<file path="src/rtl/pe_operand_feeder.sv">
// Operand feeder for the convolution PE: loads K filter taps and a K-wide
// ifmap window, then streams stride-1 1-D row convolution operand pairs.
module pe_operand_feeder #(
  parameter int DATA_WIDTH = 16,
  parameter int MAX_K      = 8,
  parameter int LEN_W      = 8
) (
  input  logic                  clk,
  input  logic                  rstn,
  input  logic                  start,
  input  logic [LEN_W-1:0]      cfg_k,
  input  logic [LEN_W-1:0]      cfg_out_len,
  input  logic                  fltr_in_valid,
  input  logic [DATA_WIDTH-1:0] fltr_in_data,
  output logic                  fltr_in_ready,
  input  logic                  ifmap_in_valid,
  input  logic [DATA_WIDTH-1:0] ifmap_in_data,
  output logic                  ifmap_in_ready,
  output logic [DATA_WIDTH-1:0] ifmap_data_o,
  output logic [DATA_WIDTH-1:0] fltr_data_o,
  output logic                  pe_valid,
  output logic                  acc_seln,
  output logic                  mult_seln,
  output logic                  psum_last,
  output logic                  busy,
  output logic                  done
);

  localparam int IW = (MAX_K > 1) ? $clog2(MAX_K) : 1;
  localparam logic [IW-1:0]    I_ONE = IW'(1);
  localparam logic [IW:0]      W_ONE = (IW+1)'(1);
  localparam logic [LEN_W-1:0] L_ONE = LEN_W'(1);

  typedef enum logic [2:0] {
    S_IDLE, S_LOAD_F, S_LOAD_X, S_COMPUTE, S_SHIFT, S_DONE
  } state_t;

  state_t                 state_q, state_d;
  logic [IW-1:0]          k_last_q, k_last_d;
  logic [LEN_W-1:0]       n_last_q, n_last_d;
  logic [IW-1:0]          cnt_q, cnt_d;
  logic [IW-1:0]          base_q, base_d;
  logic [IW-1:0]          kidx_q, kidx_d;
  logic [LEN_W-1:0]       j_q, j_d;
  logic [DATA_WIDTH-1:0]  ifmap_q, ifmap_d;
  logic [DATA_WIDTH-1:0]  fltr_q, fltr_d;
  logic                   valid_q, valid_d;
  logic                   acc_q, acc_d;
  logic                   last_q, last_d;
  logic                   done_q, done_d;

  logic [DATA_WIDTH-1:0]  w_q [MAX_K];
  logic [DATA_WIDTH-1:0]  x_q [MAX_K];

  logic                   f_hs, x_hs, cfg_ok;
  logic [IW:0]            win_sum;
  logic [IW-1:0]          win_idx, x_wr_idx;

  assign fltr_in_ready  = (state_q == S_LOAD_F);
  assign ifmap_in_ready = (state_q == S_LOAD_X) || (state_q == S_SHIFT);
  assign f_hs           = fltr_in_valid & fltr_in_ready;
  assign x_hs           = ifmap_in_valid & ifmap_in_ready;
  assign cfg_ok         = (cfg_k != '0) && (cfg_k <= LEN_W'(MAX_K)) && (cfg_out_len != '0);

  // Window is circular: oldest sample lives at slot base, so tap k reads (base+k) mod K.
  assign win_sum  = {1'b0, base_q} + {1'b0, kidx_q};
  assign win_idx  = (win_sum > {1'b0, k_last_q}) ? IW'(win_sum - {1'b0, k_last_q} - W_ONE)
                                                 : win_sum[IW-1:0];
  assign x_wr_idx = (state_q == S_SHIFT) ? base_q : cnt_q;

  always_comb begin
    state_d  = state_q;
    k_last_d = k_last_q;
    n_last_d = n_last_q;
    cnt_d    = cnt_q;
    base_d   = base_q;
    kidx_d   = kidx_q;
    j_d      = j_q;
    ifmap_d  = '0;
    fltr_d   = '0;
    valid_d  = 1'b0;
    acc_d    = 1'b0;
    last_d   = 1'b0;
    done_d   = 1'b0;
    unique case (state_q)
      S_IDLE: begin
        if (start && cfg_ok) begin
          k_last_d = IW'(cfg_k - L_ONE);
          n_last_d = cfg_out_len - L_ONE;
          cnt_d    = '0;
          state_d  = S_LOAD_F;
        end
      end
      S_LOAD_F: begin
        if (f_hs) begin
          if (cnt_q == k_last_q) begin
            cnt_d   = '0;
            state_d = S_LOAD_X;
          end else begin
            cnt_d = cnt_q + I_ONE;
          end
        end
      end
      S_LOAD_X: begin
        if (x_hs) begin
          if (cnt_q == k_last_q) begin
            cnt_d   = '0;
            base_d  = '0;
            kidx_d  = '0;
            j_d     = '0;
            state_d = S_COMPUTE;
          end else begin
            cnt_d = cnt_q + I_ONE;
          end
        end
      end
      S_COMPUTE: begin
        valid_d = 1'b1;
        ifmap_d = x_q[win_idx];
        fltr_d  = w_q[kidx_q];
        acc_d   = (kidx_q == '0);
        last_d  = (kidx_q == k_last_q);
        if (kidx_q == k_last_q) begin
          kidx_d = '0;
          if (j_q == n_last_q) begin
            state_d = S_DONE;
          end else begin
            j_d     = j_q + L_ONE;
            state_d = S_SHIFT;
          end
        end else begin
          kidx_d = kidx_q + I_ONE;
        end
      end
      S_SHIFT: begin
        if (x_hs) begin
          base_d  = (base_q == k_last_q) ? '0 : base_q + I_ONE;
          state_d = S_COMPUTE;
        end
      end
      S_DONE: begin
        done_d  = 1'b1;
        state_d = S_IDLE;
      end
      default: state_d = S_IDLE;
    endcase
  end

  always_ff @(posedge clk or negedge rstn) begin
    if (!rstn) begin
      state_q  <= S_IDLE;
      k_last_q <= '0;
      n_last_q <= '0;
      cnt_q    <= '0;
      base_q   <= '0;
      kidx_q   <= '0;
      j_q      <= '0;
      ifmap_q  <= '0;
      fltr_q   <= '0;
      valid_q  <= 1'b0;
      acc_q    <= 1'b0;
      last_q   <= 1'b0;
      done_q   <= 1'b0;
    end else begin
      state_q  <= state_d;
      k_last_q <= k_last_d;
      n_last_q <= n_last_d;
      cnt_q    <= cnt_d;
      base_q   <= base_d;
      kidx_q   <= kidx_d;
      j_q      <= j_d;
      ifmap_q  <= ifmap_d;
      fltr_q   <= fltr_d;
      valid_q  <= valid_d;
      acc_q    <= acc_d;
      last_q   <= last_d;
      done_q   <= done_d;
    end
  end

  always_ff @(posedge clk) begin
    if (f_hs) w_q[cnt_q]    <= fltr_in_data;
    if (x_hs) x_q[x_wr_idx] <= ifmap_in_data;
  end

  assign ifmap_data_o = ifmap_q;
  assign fltr_data_o  = fltr_q;
  assign pe_valid     = valid_q;
  assign mult_seln    = valid_q;
  assign acc_seln     = acc_q;
  assign psum_last    = last_q;
  assign busy         = (state_q != S_IDLE);
  assign done         = done_q;

endmodule

</file>
<file path="config.mk">
export PLATFORM = sky130hd
export DESIGN_NAME = pe_operand_feeder
export DESIGN_NICKNAME = d
export VERILOG_FILES = /design/src/rtl/pe_operand_feeder.sv
export SDC_FILE = /design/constraint.sdc
export NUM_CORES = 1
export LEC_CHECK = 0
export ABC_AREA = 1
export CAP_MARGIN = 20
export CORE_UTILIZATION = 45
export DETAILED_ROUTE_END_ITERATION = 7
export PLACE_DENSITY = 0.74
export REMOVE_ABC_BUFFERS = 1
export SLEW_MARGIN = 0
export SYNTH_ARGS = -nofsm -noshare
export SYNTH_HDL_FRONTEND = slang
export SYNTH_SLANG_ARGS = --single-unit
export TNS_END_PERCENT = 20
</file>
<file path="constraint.sdc">
create_clock -name clk -period 5.1 [get_ports clk]
set_clock_uncertainty 0.15 [all_clocks]
set_input_delay 0.51 -clock clk [delete_from_list [all_inputs] [get_ports clk]]
set_output_delay 0.51 -clock clk [all_outputs]
set_load 0.02 [all_outputs]
</file>
# == After elaboration in Yosys (flattened, before gate mapping) ==
# Memory sizes are Yosys's and may differ from the RTL's.
# Index checks and enable logic that the tools add are counted.
# Widths: inputs -> output; s select.
# word_totals
ff_bits,67
latchBits,0
ramBits,256
mem_bits_ro,0
input_bits,53
output_inout_bits,40
wordCells,101
mem_count,2
# classes
add_sub_neg,9
mul,0
div,0
n_lt_le_gt_ge,2
n_eq_ne,17
shifts,0
mux,38
bitwise,2
reduce_logical,18
# mem_list
name,depth,word_bits,read_ports,rd_clocked_by_memory_dff,write_ports,line_no,rtl
w_q,8,16,1,0,1,52,logic [DATA_WIDTH-1:0] w_q [MAX_K];
x_q,8,16,1,0,1,53,logic [DATA_WIDTH-1:0] x_q [MAX_K];
# op_table
operator,count
$mux 3,18
$mux 16,2
$mux 8,4
$pmux 8 s2,1
$reduce_bool 8->1,2
$pmux 3 s5,1
$pmux 3 s2,2
$ne 2x2->1 const B,5
$add 3x1->3 const B,3
$eq 3x3->1,3
$mux 1,9
$pmux 3 s3,1
$add 8x1->8 const B,1
$eq 8x8->1,1
$le 8x4->1 const B,1
$reduce_and 4->1,2
$sub 8x1->8 const B,1
$reduce_and 7->1,1
$eq 3x2->1 const B,2
$eq 3x3->1 const B,2
$logic_not 3->1,2
$ne 2x1->1 const B,3
$reduce_bool 3->1,2
$sub 3x1->3 const B,2
11 further kinds,15

# == Depth between registers and ports, before layout ==
# depth
ltp_word,6
ltp_mapped,18
mapped_depth_nobuf,17

# == Worst setup path after synthesis ==
# Ideal clock, no wire load.
# synth_timing
path_kind,register -> register
start,reg state_q[0]
end,"mem w_q[7][0], enable pin"
setup_time_ps,409
arrival_ps,2405
t_required_ps,4541
slack_ps,2135
path_stages_with_launch,7
n_path_buf,0
period_less_slack_ps,2965
cell_sequence,dfrtp_1 inv_1 nor3_2 inv_1 nor2_1 nand2_1 nor3_1
# synth_via
elab_chain_len,4
# synth_lines
item,line_no,rtl
start: declaration,38,"state_t state_q, state_d;"
start signal: assignment,165,state_q <= state_d;
$eq 3x1->1,59,assign fltr_in_ready = (state_q == S_LOAD_F);
via fltr_in_ready,15,"output logic fltr_in_ready,"
$and 1x1->1,61,assign f_hs = fltr_in_valid & fltr_in_ready;
$mux 1,182,if (f_hs) w_q[cnt_q] <= fltr_in_data;
$mux 1 (implied by the code),182,
end: declaration,52,
# The timed path passes the listed nets, and every way through them passes these cells.

# == Worst setup path after layout ==
# layout_timing
start,reg base_q[0]
end,"reg ifmap_q[2], in the netlist ifmap_data_o[2]"
# layout_via
elab_chain_len,6
elab_cells_between_ends,7
classes_between,3 x add/sub; 1 x order compare; 2 x mux; 1 x memory
# layout_lines
item,line_no,rtl
start: declaration,42,"logic [IW-1:0] base_q, base_d;"
start signal: assignment,169,base_q <= base_d;
$add 3x3->4 (*),66,"assign win_sum = {1'b0, base_q} + {1'b0, kidx_q};"
$sub 3x3->3,67,"assign win_idx = (win_sum > {1'b0, k_last_q}) ? IW'(win_sum - {1'b0, k_last_q} - W_ONE)"
$sub 3x1->3,67,
$mux 3 (*),67,
$mem_v2 8x16 (*),--,
$mux 16 (*),85,unique case (state_q)
via ifmap_d[2],45,"logic [DATA_WIDTH-1:0] ifmap_q, ifmap_d;"
end signal: assignment,172,ifmap_q <= ifmap_d;
end: declaration,45,
# Mark *: on every way through the listed nets, which the timed path passes. The rest lies on a longest branch.
# A chain may end at the register's enable or synchronous reset.

==> results by group <==
STA
  • Tcrit/Tclk final: 79.3%
  • Min setup slack post-route: roughly 1.1 ns
  • Tmin final: around 4.0 ns
  • Max frequency: roughly 250 MHz
  • Final Hold Vio Count: 0
  • Fin Hold WS: approximately 0.0055 ns
  • Worst-margin pin slew: around 1 ns
  • RSZ-0062 raised after global routing: no
  • Pins Over Slew Limit: 0
  • Slew Limit Headroom: 33.5%
  • Final setup viols: 0

Synthesis
  • Yosys top cell by area: edfxtp_1
  • Yosys cell types: 40
  • Post-synth ARST share: between 20% and 30%
  • Commonest cells post-synth: edfxtp_1 (256), nor2_1 (195), nand2_1 (169)
  • Synth Register Bits: approximately 320
  • EDFF count, synth: 256
  • Warnings, synthesis: 0
  • Avg Inst Size Synth: about 11 um^2
  • Yosys top cell area share: around 55%
  • Synth top area cells: edfxtp_1 (55%), dfrtp_1 (12%), nor2_1 (5.3%)
  • Count leader, synth: edfxtp_1
  • Top FF cell, synth: edfxtp_1
  • Synthesized cell area: roughly 14000 um^2
  • Synth Instances: approximately 1300
  • Seq/Total Area, Yosys: roughly 68%

Power and ir drop
  • PwrDens: around 660 nW/um^2
  • P_leak: between 6 and 7 nW
  • VDD IR max: 0.857 mV
  • Total power: around 0.011 W

Clock tree
  • H-tree levels: 2
  • Clk sinks: between 300 and 400
  • CTS tree: yes
  • Post-CTS setup buffer count: 0
  • # resized after CTS: 0
  • Hold_buf cts: 0
  • CTS Buffer Depth: 3
  • Clock latency on the worst-skew pair: around 0.52 ns
  • Clk root buf: clkbuf_16
  • Worst-path clk slew: about 0.060 ns
  • Num CTS Buffers: 35

GRT
  • GRT Total Usage: 19.3%
  • GRT overflow: 0
  • Largest net degree at the start of global routing: 70
  • Number of global-route vias before repair: approximately 9200
  • First-pass GRT wire length: about 47000 um
  • Initial antenna violation count: 0

Place
  • Post-place setup slack: between 1 and 1.5 ns
  • Port Buf Inserts: 92
  • Dpl cells: about 1700
  • Final GP Congestion: 0.848
  • DP HPWL: 17400 um

Drt
  • Routed length per instance: 16.8 um
  • Pre-antenna DRT Iters: 5
  • DRC errors left: 0
  • ANT nets after route: 0
  • Via Count: slightly above 9000
  • Vias per cell: 5.24
  • DRT iter0 DRCs: about 810
  • Drt total wl: 29900 um

Die
  • Core area: around 30000 um^2
  • I/O pin count: 93
  • DIE WIDTH: roughly 180 um
  • Die Ht: between 150 and 200 um
  • Starting Density: between 40% and 50%
  • Row cnt: between 60 and 70
  • Total die area: 31500 um^2

Layout
  • Area occupied by multi-input gates: ~3600 um^2
  • Register area: between 9000 and 10000 um^2
  • Share of cells above drive strength 1: between 7 and 8%
  • Area grow syn2layout: 17.6%
  • Finished Layout Cells: about 1800
  • # diodes: 0
  • Fillers: 2482
  • Fin nets: 1438

Critical path
  • Critical Path Sink Type: flop
  • Data required, critical path: ~5.4 ns
  • R2r startpoint: base_q[0]
  • Worst r2r dst: ifmap_data_o[2]
  • R2R cell count: 16
  • R2R setup slack: roughly 1.1 ns
  • Startpoint Class: flop
  • Critical path type: reg -> reg
  • CP arrival: around 4.3 ns
  • Crit-path max FO: 33

Min path
  • Tightest Hold Check Type: in -> async

Job
  • Max Cap Viol: 0

Status
  • Status: complete, no violations
-- kinds of logic after synthesis --
group / synth area share (%)
simple gates: 15.8
flops: 67.5
buf+inv: 6.46
compound gates: 6.53
xor+xnor: 1.90
fa+ha+maj: 1.73
-- per-stage QoR --
stage               TNS (ns)  instance area [um^2]  utilization, %
finish                     0                 16300            54.4
global route               0                 16300            54.4
CTS                        0                 16300            54.4
detailed placement         0                 15200            50.7
global placement           0                 15200            50.7
floorplan             -10.79                 13600               -
-- state kept, by name, indices dropped and copies added, names as in the netlist --
name          cells
acc_seln          1
base_q            3
cnt_q             3
done              1
fltr_data_o      16
ifmap_data_o     16
j_q               8
k_last_q          3
kidx_q            3
mult_seln         1
n_last_q          8
psum_last         1
state_q           3
w_q             128
x_q             128
-- cells in the final DEF (no fill, tap or decap), drive strengths merged, types with 25 or more instances in the layout --
cell type,count
edfxtp,256
nor2,197
nand2,174
inv,158
nand3,130
o21ai,124
clkdlybuf4s50,91
dfrtp,67
clkbuf,50
buf,25
-- cell type report --
| cell class | count | share of cell area (%) |
|---|---|---|
| flip-flops and latches | 323 | 57.5 |
| clock buffers | 50 | 5.96 |
| clock inverters | 14 | 0.837 |
| multi-input cells | 735 | 22.3 |
| repair buffers | 116 | 6.86 |
| well taps | 390 | 2.99 |
| inverters | 156 | 3.59 |
-- layer usage --
metal	wire length, um	up-vias	global-route usage [%]
met1	12300	4475	24.5
met2	14800	334	33.1
met3	2130	59	3.66
met5	0	-	0
li1	-	4476	-
met4	599	0	6.34
-- report_power, final --
group          switching (W)  leakage [nW]  total [W]  internal (W)
Clock               0.000985         0.537    0.00242       0.00144
Combinational        0.00348          2.75    0.00507       0.00159
Sequential          0.000134          3.22    0.00322       0.00309
Total                0.00460          6.51     0.0107       0.00612
-- worst max path at each step --
stage / depth (start not counted) / endpoint / start
after CTS: 16 / ifmap_data_o[2] / base_q[0]
final: 16 / ifmap_data_o[2] / base_q[0]
after detailed placement: 16 / ifmap_data_o[2] / base_q[0]
after global placement: 16 / ifmap_data_o[0] / base_q[0]
after global routing: 16 / ifmap_data_o[4] / base_q[0]
after floorplan: 14 / ifmap_data_o[0] / kidx_q[0]
-- critical path: stages, from the launching register on --
cell and delay, ns:
dfrtp_1 0.43, ha_1 0.24, fa_1 0.38, xnor2_1 0.35
inv_1 0.08, ha_1 0.32, nand2_1 0.08, nand2_1 0.10
nand2_2 0.11, nand2_2 0.09, nand2_1 0.08, nand2_2 0.41
inv_2 0.64, nand3_1 0.14, nand3_1 0.09, nand2_1 0.08
nor2_1 0.16
Note: power is estimated with default switching activity, not from simulation.
